## config.mk

```make
export PLATFORM = sky130hd
export DESIGN_NAME = rs_alu
export DESIGN_NICKNAME = d
export VERILOG_FILES = /design/src/rtl/rs_pkg.sv /design/src/rtl/rs_alu_chk.sv /design/src/rtl/rs_select.sv /design/src/rtl/rs_alu.sv
export SDC_FILE = /design/constraint.sdc
export NUM_CORES = 2
export LEC_CHECK = 0
export BUFFER_PORTS_ARGS = -buffer_cell sky130_fd_sc_hd__buf_2
export CAP_MARGIN = 0
export CORE_UTILIZATION = 25
export DETAILED_ROUTE_END_ITERATION = 12
export PLACE_DENSITY = 0.49
export SLEW_MARGIN = 15
export SYNTH_ARGS = -nofsm -noshare
export SYNTH_HDL_FRONTEND = slang
export SYNTH_SLANG_ARGS = --single-unit
```

## constraint.sdc

```tcl
create_clock -name clk -period 2.3 [get_ports clk]
set_input_delay 0.46 -clock clk [delete_from_list [all_inputs] [get_ports clk]]
set_output_delay 0.46 -clock clk [all_outputs]
set_load 0.03 [all_outputs]
```

## src/rtl/rs_pkg.sv

```systemverilog
// Shared reservation-station types: operand slot, entry, result-bus broadcast,
// ALU opcode encoding and the operand wakeup helper reused by every RS flavour.
package rs_pkg;

    localparam int RS_XPR_LEN      = 32;
    localparam int RS_ALU_OP_WIDTH = 4;
    localparam int RS_TAG_W        = 6;

    typedef enum logic [RS_ALU_OP_WIDTH-1:0] {
        ALU_ADD  = 4'd0,
        ALU_SLL  = 4'd1,
        ALU_XOR  = 4'd4,
        ALU_SRL  = 4'd5,
        ALU_OR   = 4'd6,
        ALU_AND  = 4'd7,
        ALU_SUB  = 4'd10,
        ALU_SRA  = 4'd11,
        ALU_SLT  = 4'd12,
        ALU_SLTU = 4'd14
    } alu_op_e;

    // One source operand: when rdy is low the low RS_TAG_W bits of val hold the tag.
    typedef struct packed {
        logic                  rdy;
        logic [RS_XPR_LEN-1:0] val;
    } rs_opnd_t;

    typedef struct packed {
        logic                       valid;
        logic [RS_ALU_OP_WIDTH-1:0] op;
        rs_opnd_t                   src1;
        rs_opnd_t                   src2;
        logic [RS_TAG_W-1:0]        dst;
    } rs_entry_t;

    typedef struct packed {
        logic                  valid;
        logic [RS_TAG_W-1:0]   tag;
        logic [RS_XPR_LEN-1:0] data;
    } rs_wb_t;

    // Capture a broadcast into a waiting operand; wb0 wins when both buses match.
    function automatic rs_opnd_t rs_wakeup(input rs_opnd_t opnd, input rs_wb_t wb0, input rs_wb_t wb1);
        rs_opnd_t res;
        res = opnd;
        if (!opnd.rdy) begin
            if (wb0.valid && (wb0.tag == opnd.val[RS_TAG_W-1:0])) begin
                res.rdy = 1'b1;
                res.val = wb0.data;
            end else if (wb1.valid && (wb1.tag == opnd.val[RS_TAG_W-1:0])) begin
                res.rdy = 1'b1;
                res.val = wb1.data;
            end else begin
                res = opnd;
            end
        end else begin
            res = opnd;
        end
        return res;
    endfunction

endpackage

```

## src/rtl/rs_alu_chk.sv

```systemverilog
// Protocol checker for rs_alu: flags a dispatch presented while the station is full.
module rs_alu_chk (
    input logic clk,
    input logic reset,
    input logic disp_valid,
    input logic full
);

    a_no_disp_when_full: assert property (@(posedge clk) disable iff (reset) !(disp_valid && full))
        else $warning("rs_alu: dispatch dropped while full");

endmodule

```

## src/rtl/rs_select.sv

```systemverilog
// Issue picker for a reservation station. Returns a one-hot grant over the
// ready vector. With RS_ALU_AGE_SELECT_EN defined the oldest ready entry wins
// using the age matrix (age_i[i*NENT+j] set means entry i is older than j);
// otherwise the lowest-index ready entry wins.
module rs_select #(
    parameter int NENT = 8
) (
    input  logic [NENT-1:0]      ready_i,
`ifdef RS_ALU_AGE_SELECT_EN
    input  logic [NENT*NENT-1:0] age_i,
`endif
    output logic [NENT-1:0]      gnt_o,
    output logic                 valid_o
);

`ifdef RS_ALU_AGE_SELECT_EN
    logic blocked_s;

    // Grant the ready entry that no other ready entry is older than.
    always_comb begin
        gnt_o     = '0;
        blocked_s = 1'b0;
        for (int i = 0; i < NENT; i++) begin
            blocked_s = 1'b0;
            for (int j = 0; j < NENT; j++) begin
                if (ready_i[j] && age_i[j*NENT+i]) begin
                    blocked_s = 1'b1;
                end else begin
                    blocked_s = blocked_s;
                end
            end
            gnt_o[i] = ready_i[i] & ~blocked_s;
        end
        valid_o = |ready_i;
    end
`else
    logic found_s;

    // Grant the lowest-index ready entry.
    always_comb begin
        gnt_o   = '0;
        found_s = 1'b0;
        for (int i = 0; i < NENT; i++) begin
            if (ready_i[i] && !found_s) begin
                gnt_o[i] = 1'b1;
                found_s  = 1'b1;
            end else begin
                gnt_o[i] = 1'b0;
            end
        end
        valid_o = |ready_i;
    end
`endif

endmodule

```

## src/rtl/rs_alu.sv

```systemverilog
// Reservation station for the integer ALU. Buffers dispatched micro-ops,
// wakes operands from two result buses (including same-cycle bypass at
// dispatch) and issues one ready micro-op per cycle with a valid/ready
// handshake. Optional feature macro: RS_ALU_AGE_SELECT_EN (oldest-first
// select via an age matrix; default is lowest-index select).
module rs_alu
    import rs_pkg::*;
#(
    parameter int NENT         = 8,
    parameter int TAG_W        = RS_TAG_W,
    parameter int XPR_LEN      = RS_XPR_LEN,
    parameter int ALU_OP_WIDTH = RS_ALU_OP_WIDTH
) (
    input  logic                    clk,
    input  logic                    reset,
    input  logic                    flush,
    input  logic                    disp_valid,
    input  logic [ALU_OP_WIDTH-1:0] disp_op,
    input  logic [XPR_LEN-1:0]      disp_src1,
    input  logic [XPR_LEN-1:0]      disp_src2,
    input  logic                    disp_rdy1,
    input  logic                    disp_rdy2,
    input  logic [TAG_W-1:0]        disp_dst,
    output logic                    full,
    input  logic                    wb0_valid,
    input  logic [TAG_W-1:0]        wb0_tag,
    input  logic [XPR_LEN-1:0]      wb0_data,
    input  logic                    wb1_valid,
    input  logic [TAG_W-1:0]        wb1_tag,
    input  logic [XPR_LEN-1:0]      wb1_data,
    output logic                    iss_valid,
    input  logic                    iss_ready,
    output logic [ALU_OP_WIDTH-1:0] iss_op,
    output logic [XPR_LEN-1:0]      iss_in1,
    output logic [XPR_LEN-1:0]      iss_in2,
    output logic [TAG_W-1:0]        iss_dst
);

    rs_entry_t ent_q [NENT];
    rs_entry_t ent_d [NENT];

    // Selection is frozen while a presented micro-op is back-pressured.
    logic            hold_vld_q, hold_vld_d;
    logic [NENT-1:0] hold_q, hold_d;

    rs_wb_t          wb0_s, wb1_s;
    rs_entry_t       new_ent_s;
    rs_opnd_t        raw1_s, raw2_s;
    logic [NENT-1:0] valid_s, ready_s, free_oh_s, sel_gnt_s, gnt_s;
    logic            sel_vld_s, full_s, free_found_s, disp_fire_s, iss_fire_s, iss_valid_s;
    logic [ALU_OP_WIDTH-1:0] iss_op_s;
    logic [XPR_LEN-1:0]      iss_in1_s, iss_in2_s;
    logic [TAG_W-1:0]        iss_dst_s;

    // Pack the broadcast buses into the shared wakeup struct.
    always_comb begin
        wb0_s.valid = wb0_valid;
        wb0_s.tag   = wb0_tag;
        wb0_s.data  = wb0_data;
        wb1_s.valid = wb1_valid;
        wb1_s.tag   = wb1_tag;
        wb1_s.data  = wb1_data;
    end

    // Per-entry occupancy/readiness, fullness and lowest free slot from registered state.
    always_comb begin
        valid_s      = '0;
        ready_s      = '0;
        free_oh_s    = '0;
        free_found_s = 1'b0;
        for (int i = 0; i < NENT; i++) begin
            valid_s[i] = ent_q[i].valid;
            ready_s[i] = ent_q[i].valid & ent_q[i].src1.rdy & ent_q[i].src2.rdy;
            if (!ent_q[i].valid && !free_found_s) begin
                free_oh_s[i] = 1'b1;
                free_found_s = 1'b1;
            end else begin
                free_oh_s[i] = 1'b0;
            end
        end
        full_s      = &valid_s;
        disp_fire_s = disp_valid & ~full_s;
    end

    // Build the incoming entry, capturing same-cycle broadcasts for waiting operands.
    always_comb begin
        raw1_s          = {1'b0, disp_src1};
        raw2_s          = {1'b0, disp_src2};
        new_ent_s       = '0;
        new_ent_s.valid = 1'b1;
        new_ent_s.op    = disp_op;
        new_ent_s.dst   = disp_dst;
        if (disp_rdy1) begin
            new_ent_s.src1 = {1'b1, disp_src1};
        end else begin
            new_ent_s.src1 = rs_wakeup(raw1_s, wb0_s, wb1_s);
        end
        if (disp_rdy2) begin
            new_ent_s.src2 = {1'b1, disp_src2};
        end else begin
            new_ent_s.src2 = rs_wakeup(raw2_s, wb0_s, wb1_s);
        end
    end

`ifdef RS_ALU_AGE_SELECT_EN
    logic [NENT*NENT-1:0] age_q, age_d;

    // New entry is older than nobody and younger than every currently valid entry.
    always_comb begin
        age_d = age_q;
        if (disp_fire_s) begin
            for (int k = 0; k < NENT; k++) begin
                if (free_oh_s[k]) begin
                    for (int j = 0; j < NENT; j++) begin
                        age_d[k*NENT+j] = 1'b0;
                        age_d[j*NENT+k] = valid_s[j];
                    end
                end else begin
                    age_d = age_d;
                end
            end
        end else begin
            age_d = age_q;
        end
    end

    // Age matrix register.
    always_ff @(posedge clk) begin
        if (reset) begin
            age_q <= '0;
        end else begin
            age_q <= age_d;
        end
    end
`endif

    rs_select #(
        .NENT    (NENT)
    ) u_select (
        .ready_i (ready_s),
`ifdef RS_ALU_AGE_SELECT_EN
        .age_i   (age_q),
`endif
        .gnt_o   (sel_gnt_s),
        .valid_o (sel_vld_s)
    );

    // Effective grant, issue mux and handshake; outputs are zero without a grant.
    always_comb begin
        gnt_s       = hold_vld_q ? hold_q : sel_gnt_s;
        iss_valid_s = hold_vld_q | sel_vld_s;
        iss_fire_s  = iss_valid_s & iss_ready;
        iss_op_s    = '0;
        iss_in1_s   = '0;
        iss_in2_s   = '0;
        iss_dst_s   = '0;
        for (int i = 0; i < NENT; i++) begin
            if (gnt_s[i]) begin
                iss_op_s  = ent_q[i].op;
                iss_in1_s = ent_q[i].src1.val;
                iss_in2_s = ent_q[i].src2.val;
                iss_dst_s = ent_q[i].dst;
            end else begin
                iss_op_s  = iss_op_s;
            end
        end
        hold_vld_d = iss_valid_s & ~iss_ready & ~flush;
        hold_d     = hold_vld_d ? gnt_s : '0;
    end

    // Entry next state: wakeup, free on issue, write on dispatch, flush last (highest priority).
    always_comb begin
        for (int i = 0; i < NENT; i++) begin
            ent_d[i] = ent_q[i];
            if (ent_q[i].valid) begin
                ent_d[i].src1 = rs_wakeup(ent_q[i].src1, wb0_s, wb1_s);
                ent_d[i].src2 = rs_wakeup(ent_q[i].src2, wb0_s, wb1_s);
            end else begin
                ent_d[i] = ent_q[i];
            end
            if (iss_fire_s && gnt_s[i]) begin
                ent_d[i].valid = 1'b0;
            end else begin
                ent_d[i].valid = ent_d[i].valid;
            end
            if (disp_fire_s && free_oh_s[i]) begin
                ent_d[i] = new_ent_s;
            end else begin
                ent_d[i] = ent_d[i];
            end
            if (flush) begin
                ent_d[i].valid = 1'b0;
            end else begin
                ent_d[i].valid = ent_d[i].valid;
            end
        end
    end

    // Entry storage and issue-hold registers.
    always_ff @(posedge clk) begin
        if (reset) begin
            for (int i = 0; i < NENT; i++) begin
                ent_q[i] <= '0;
            end
            hold_vld_q <= 1'b0;
            hold_q     <= '0;
        end else begin
            for (int i = 0; i < NENT; i++) begin
                ent_q[i] <= ent_d[i];
            end
            hold_vld_q <= hold_vld_d;
            hold_q     <= hold_d;
        end
    end

    assign full      = full_s;
    assign iss_valid = iss_valid_s;
    assign iss_op    = iss_op_s;
    assign iss_in1   = iss_in1_s;
    assign iss_in2   = iss_in2_s;
    assign iss_dst   = iss_dst_s;

    rs_alu_chk u_chk (
        .clk        (clk),
        .reset      (reset),
        .disp_valid (disp_valid),
        .full       (full_s)
    );

endmodule

```

[Word-level counts from Yosys, hierarchy flattened]
Memories as Yosys holds them, arrays and structs flattened.
Cells that the tools add are included.
Storage, ports and cells
  bits in registers: 9
  latch bits: 0
  memory bits (writable): 616
  bits in read-only memories: 0
  bits of input ports: 159
  output and inout port bits: 76
  word-level logic and storage cells: 327
  memories: 1
Cells by class
  add/subtract/negate cells: 0
  multiply operators: 0
  divide/modulo/power cells: 0
  magnitude comparators: 0
  eq/ne operators: 36
  shift operators: 0
  mux-type cells: 166
  bitwise operators: 33
  reductions and logical operators: 89
Memories
  ent_q: depth 8, bits a word 77, rd ports 8, clocked after Yosys merged registers in 0, write ports 8, line rs_alu.sv:39  | rs_entry_t ent_q [NENT];
Operators by type and width (count)
  $mux W33: 54
  $mux W77: 16
  $mux W66: 8
  $mux W32: 16
  $eq A6 B6 Y1: 36
  $logic_and A1 B1 Y1: 66
  $mux W6: 8
  $mux W1: 47
  $mux W5: 8
  $mux W4: 8
  $and A1 B1 Y1: 20
  $logic_not A1 Y1: 20
  $or A1 B1 Y1: 9
  $mux W8: 1
  $reduce_and A8 Y1: 1
  $reduce_or A8 Y1: 1
  $not A1 Y1: 4
  $reduce_or A2 Y1: 1

[Longest topological paths before layout]
An unclocked memory read counts as a cell.
  depth after elaboration: 34
  mapped depth: 11

[Modules after synthesis]
From an unflattened synthesis, not the netlist that was laid out.
Second synthesis, totals
  cells, all modules: 5934
  area, all modules: 43544.3 sq um
By module, submodules not included
  rs_alu: instances 1, cells each 5922, area each 43445.4 sq um
  rs_select: instances 1, cells each 12, area each 98.8 sq um

[Worst setup path after synthesis]
No wires, ideal clock.
  kind: flip-flop to output port
  from: memory ent_q[0][76] (netlist name)
  to: output port iss_in1[30]
  arrival time: 2524 ps
  setup slack: -684 ps
  stages on the path, launching flop included: 10
  cell sequence: dfxtp_1 -> a31oi_1 -> and3_1 -> clkbuf_1 -> a22o_1 -> clkbuf_1 -> clkbuf_1 -> a21oi_1 -> o21a_1 -> o21ai_0
RTL lines
  from (decl): line rs_alu.sv:39
  to (decl): line rs_alu.sv:34  | output logic [XPR_LEN-1:0] iss_in1,

==> summary.md <==
The minimum clock period after layout was 3.60 ns; the average cell area after synthesis was 7.32 µm². Count of final hold-check violations: 0. The final reports fail on negative setup slack. The total of endpoints with negative setup slack in the final report came out at 465. For the pin with the worst max-slew slack, the measured transition is 0.929 ns. Detailed-route wire length per cell: 36.2 µm.

Setup total negative slack on the finished layout was measured at -136.89 ns. After the flow finishes, the layout carries non-filler instances totaling 9595. For the clock buffer count from CTS, the log shows 86.

The die covers 0.184 mm². Counting the fill cells in the layout gives 18508. For the worst setup margin, the log shows -1.30 ns. In this run the critical register-to-register path is captured at ent_q[1][19]. The run finished, with violations left. The tools report the final cell area excluding filler cells as 0.0679 mm². The synthesized design contains 0 enable-type register cells.

The total internal power is 21.4 mW, and the CTS sink count is 625. The leading cell type in the layout, fill and taps excluded is sky130_fd_sc_hd__buf_4. The worst register-to-register path has a depth of 13.

The remaining max-slew budget at the tightest pin is 0.381, and the standard cell core area is 0.181 mm². Total vias in the final route: 61746. After detailed placement, the total cell area comes to 0.0591 mm². TritonCTS built the clock tree. The run gives 0.0457 mm² as the synthesized area. No sink is reached through more buffers than the 3 on the longest clock path. Max-cap violations in this run came to 0.

The proportion of register bits with asynchronous set or reset after synthesis is 0. The signal on the critical path passes through buf_4 > and3_4 > buf_6 > o31ai_4 > buf_12 > a211oi_2 > o21ai_1 > buf_4 > a221o_2 > buf_6. For this run, the top clock speed supported by timing is 278 MHz.

The number of placement rows is 156. Counting instances, the worst hold path has a depth of 3. Clock-pin slew was measured on the worst setup and hold paths at 0.06 ns.

The detailed router finished its first iteration with 9028 violations. The first global-routing pass estimated 452000 µm of wire. From synthesis to final layout, the design area changed by 48.7%. Detailed placement finished with a half-perimeter wire length of 243000 µm.

The worst stage delay on the critical path is 0.37 ns. Entering global routing, the biggest net connects 106 pins. The detail route stage leaves a number of antenna-violating nets equal to 0.

The run gives -0.763 ns as the worst setup timing slack at the placement stage. The most used flip-flop cell after synthesis is sky130_fd_sc_hd__dfxtp_1. The via count of the first global-routing pass is 56585, and the number of iterations in the first detailed-routing pass is 7. The tools report the buffer type at the clock tree root as sky130_fd_sc_hd__clkbuf_16. The later pin in the worst-skew pair is clocked with a latency of 0.76 ns. 235 I/O pins were placed.

The fraction of power spent switching nets works out to 0.307. The final clock skew was 0.0379 ns; the total grt overflow was 0. The total nets after synthesis is 6402, and the ratio of total power to cell area is 454 mW/mm².

Start of the worst register-to-register path: ent_q[0][76]. Number of synthesized register bits: 625. Along the worst path, the maximum fanout reaches 33. The start point of the worst hold path is disp_src1[15]. The register-to-register setup slack is -0.32 ns. STA classifies the critical path endpoint as an output pin. Dividing the detail-routed via count by the number of cells gives 6.44. The tools report the overall routing resource usage as 0.342. The classification of the worst-slack hold path was in2reg. Number of pins exceeding their max-slew limit in the final report: 0. The share of post-route cells with drive strength above 1 is 0.357. In the layout the commonest cells are 978 x sky130_fd_sc_hd__buf_4, 685 x sky130_fd_sc_hd__nand2_1, 589 x sky130_fd_sc_hd__dfxtp_1, 338 x sky130_fd_sc_hd__nor3_1, 298 x sky130_fd_sc_hd__o21ai_0.

Yosys printed 0 warnings. The run gives 0.631 mV as the largest voltage drop on the vdd net. The effective utilization at floorplan is 0.252.

From left edge to right edge, the die measures 429 µm. The gate count after technology mapping came out at 6243. The distinct cell type count after synthesis is 92. Post-layout net count: 7298. Setup repair after global routing could not meet its margin everywhere. The portion of the clock cycle consumed by the worst path in the final layout was 1.57.

Combinational power share: 0.151. For the worst setup path, the data arrival time is 3.14 ns. The sequential element share of the synthesized area was 0.274. The portion of total power attributed to the clock network is 0.490. The critical path is of the reg2out type. Data on the critical path is required at its endpoint by 1.84 ns. The placed instance count is 9259, and the leakage power of the design is 24.2 nW.

The H-tree was split into 3 levels. STA classifies the critical path startpoint as a flip-flop. In the routed design, unresolved DRC markers number 0. The final RePlAce weighted congestion came out at 1.04.

Sink of the worst hold path: ent_q[1][208]. The die height is 429 µm. The final layout contains routed wiring with a total length of 347000 µm. Standard cell with the maximum stage delay on the critical path: sky130_fd_sc_hd__a211oi_2. The number of antenna violations at the first check in global routing is 24, and the number of port buffers is 234. The sequential power share was 0.359; the number of hold buffers added after CTS was 0.

For the power spent charging and discharging nets, the log shows 9.47 mW.
## how the worst max path moves through the flow
stage / depth (start not counted) / to / slack, ns / startpoint
2_1_floorplan: 7 / iss_dst[0] / -0.15 / ent_q[0][71]
3_3_place_gp: 11 / ent_q[1][182] / -0.74 / wb0_tag[1]
3_5_place_dp: 11 / ent_q[1][182] / -0.76 / wb0_tag[1]
4_1_cts: 10 / iss_in2[3] / -1.28 / ent_q[1][115]
5_1_grt: 10 / iss_in1[11] / -1.32 / ent_q[0][153]
6_report: 10 / iss_in2[0] / -1.30 / ent_q[0][153]
## critical path, delay by kind of cell (launching register included)
kind                   cells  cell delay, ns
flip-flops                 1            0.33
buffers and inverters      5            0.73
AO/OA/AOI/OAI              4            0.93
AND/OR/NAND/NOR            1            0.24
## power groups by stage
stage	Sequential (mW)	Clock [mW]	Combinational [mW]
detailed placement	11.3	0	4.19
global placement	11.3	0	4.18
CTS	11.1	15.2	4.21
floorplan	11.3	0	1.73
finish	11.1	15.1	4.66
global route	11.1	15.5	4.64
## layer usage
metal	up-vias	wire length, µm	global-route usage
met5	-	41	0
met2	5081	145000	0.516
met1	29910	130000	0.425
met4	6	30100	0.220
li1	25371	-	-
met3	1378	42100	0.0973
## flip-flops by register name, summed over array words and instances (netlist names)
register,count
ent_q,616
hold_q,8
hold_vld_q,1
## layout make-up
| class | instances | area, µm² | area share |
|---|---|---|---|
| Antenna cell | 22 | 55.1 | 0.000811 |
| Clock buffer | 112 | 2430 | 0.0358 |
| Clock inverter | 40 | 602 | 0.00886 |
| Inverter | 85 | 322 | 0.00473 |
| Multi-Input combinational cell | 4741 | 32700 | 0.482 |
| Sequential cell | 625 | 12600 | 0.185 |
| Tap cell | 2370 | 2970 | 0.0437 |
| Timing Repair Buffer | 1600 | 16300 | 0.239 |
## logic make-up (layout without fill, tap and decap cells)
| logic type | after synthesis | count (layout) | share of synthesized area |
|---|---|---|---|
| xor gates and xnor gates | 216 | 216 | 0.0414 |
| muxes | 159 | 159 | 0.0385 |
| AOI/OAI and AO/OA | 2193 | 2194 | 0.343 |
| buffers and inverters | 878 | 1837 | 0.0803 |
| DFF | 625 | 625 | 0.274 |
| and+or+nand+nor | 2172 | 2172 | 0.223 |
| other | 0 | 22 | 0 |
## synthesized netlist by cell type, types with 63 or more instances
| cell | number | area, µm² |
|---|---|---|
| sky130_fd_sc_hd__a211oi_1 | 92 | 691 |
| sky130_fd_sc_hd__a21o_1 | 74 | 556 |
| sky130_fd_sc_hd__a21oi_1 | 294 | 1470 |
| sky130_fd_sc_hd__a221o_1 | 157 | 1570 |
| sky130_fd_sc_hd__a221oi_1 | 89 | 780 |
| sky130_fd_sc_hd__a22oi_1 | 258 | 1940 |
| sky130_fd_sc_hd__a311oi_1 | 86 | 753 |
| sky130_fd_sc_hd__a31oi_1 | 217 | 1360 |
| sky130_fd_sc_hd__and2_1 | 64 | 400 |
| sky130_fd_sc_hd__and3_1 | 89 | 557 |
| sky130_fd_sc_hd__buf_2 | 136 | 681 |
| sky130_fd_sc_hd__clkbuf_1 | 587 | 2200 |
| sky130_fd_sc_hd__dfxtp_1 | 625 | 12500 |
| sky130_fd_sc_hd__inv_1 | 79 | 297 |
| sky130_fd_sc_hd__mux2_2 | 77 | 867 |
| sky130_fd_sc_hd__mux2i_1 | 63 | 631 |
| sky130_fd_sc_hd__nand2_1 | 781 | 2930 |
| sky130_fd_sc_hd__nand3_1 | 299 | 1500 |
| sky130_fd_sc_hd__nor2_1 | 337 | 1260 |
| sky130_fd_sc_hd__nor3_1 | 353 | 1770 |
| sky130_fd_sc_hd__o21ai_0 | 346 | 1730 |
| sky130_fd_sc_hd__o22ai_1 | 111 | 694 |
| sky130_fd_sc_hd__o31ai_1 | 130 | 976 |
| sky130_fd_sc_hd__or3_1 | 85 | 532 |
| sky130_fd_sc_hd__xnor2_1 | 140 | 1230 |
| sky130_fd_sc_hd__xor2_1 | 76 | 666 |
## stage by stage
stage               power (mW)  hold WS [ns]   util
finish                    30.8        0.0420  0.375
global route              31.2        0.0211  0.375
CTS                       30.4     0.0000523  0.349
detailed placement        15.5         0.442  0.327
global placement          15.5         0.438  0.327
floorplan                 13.0         0.432      -
## repair_timing
| item | CTS | global route |
|---|---|---|
| buffers inserted | 14 | 106 |
| setup endpoints to repair | 459 | 571 |
| cloned | 8 | 48 |
| pin swaps | 19 | 256 |
| gates resized for setup | 229 | 660 |
Note: power is estimated with default switching activity, not from simulation.
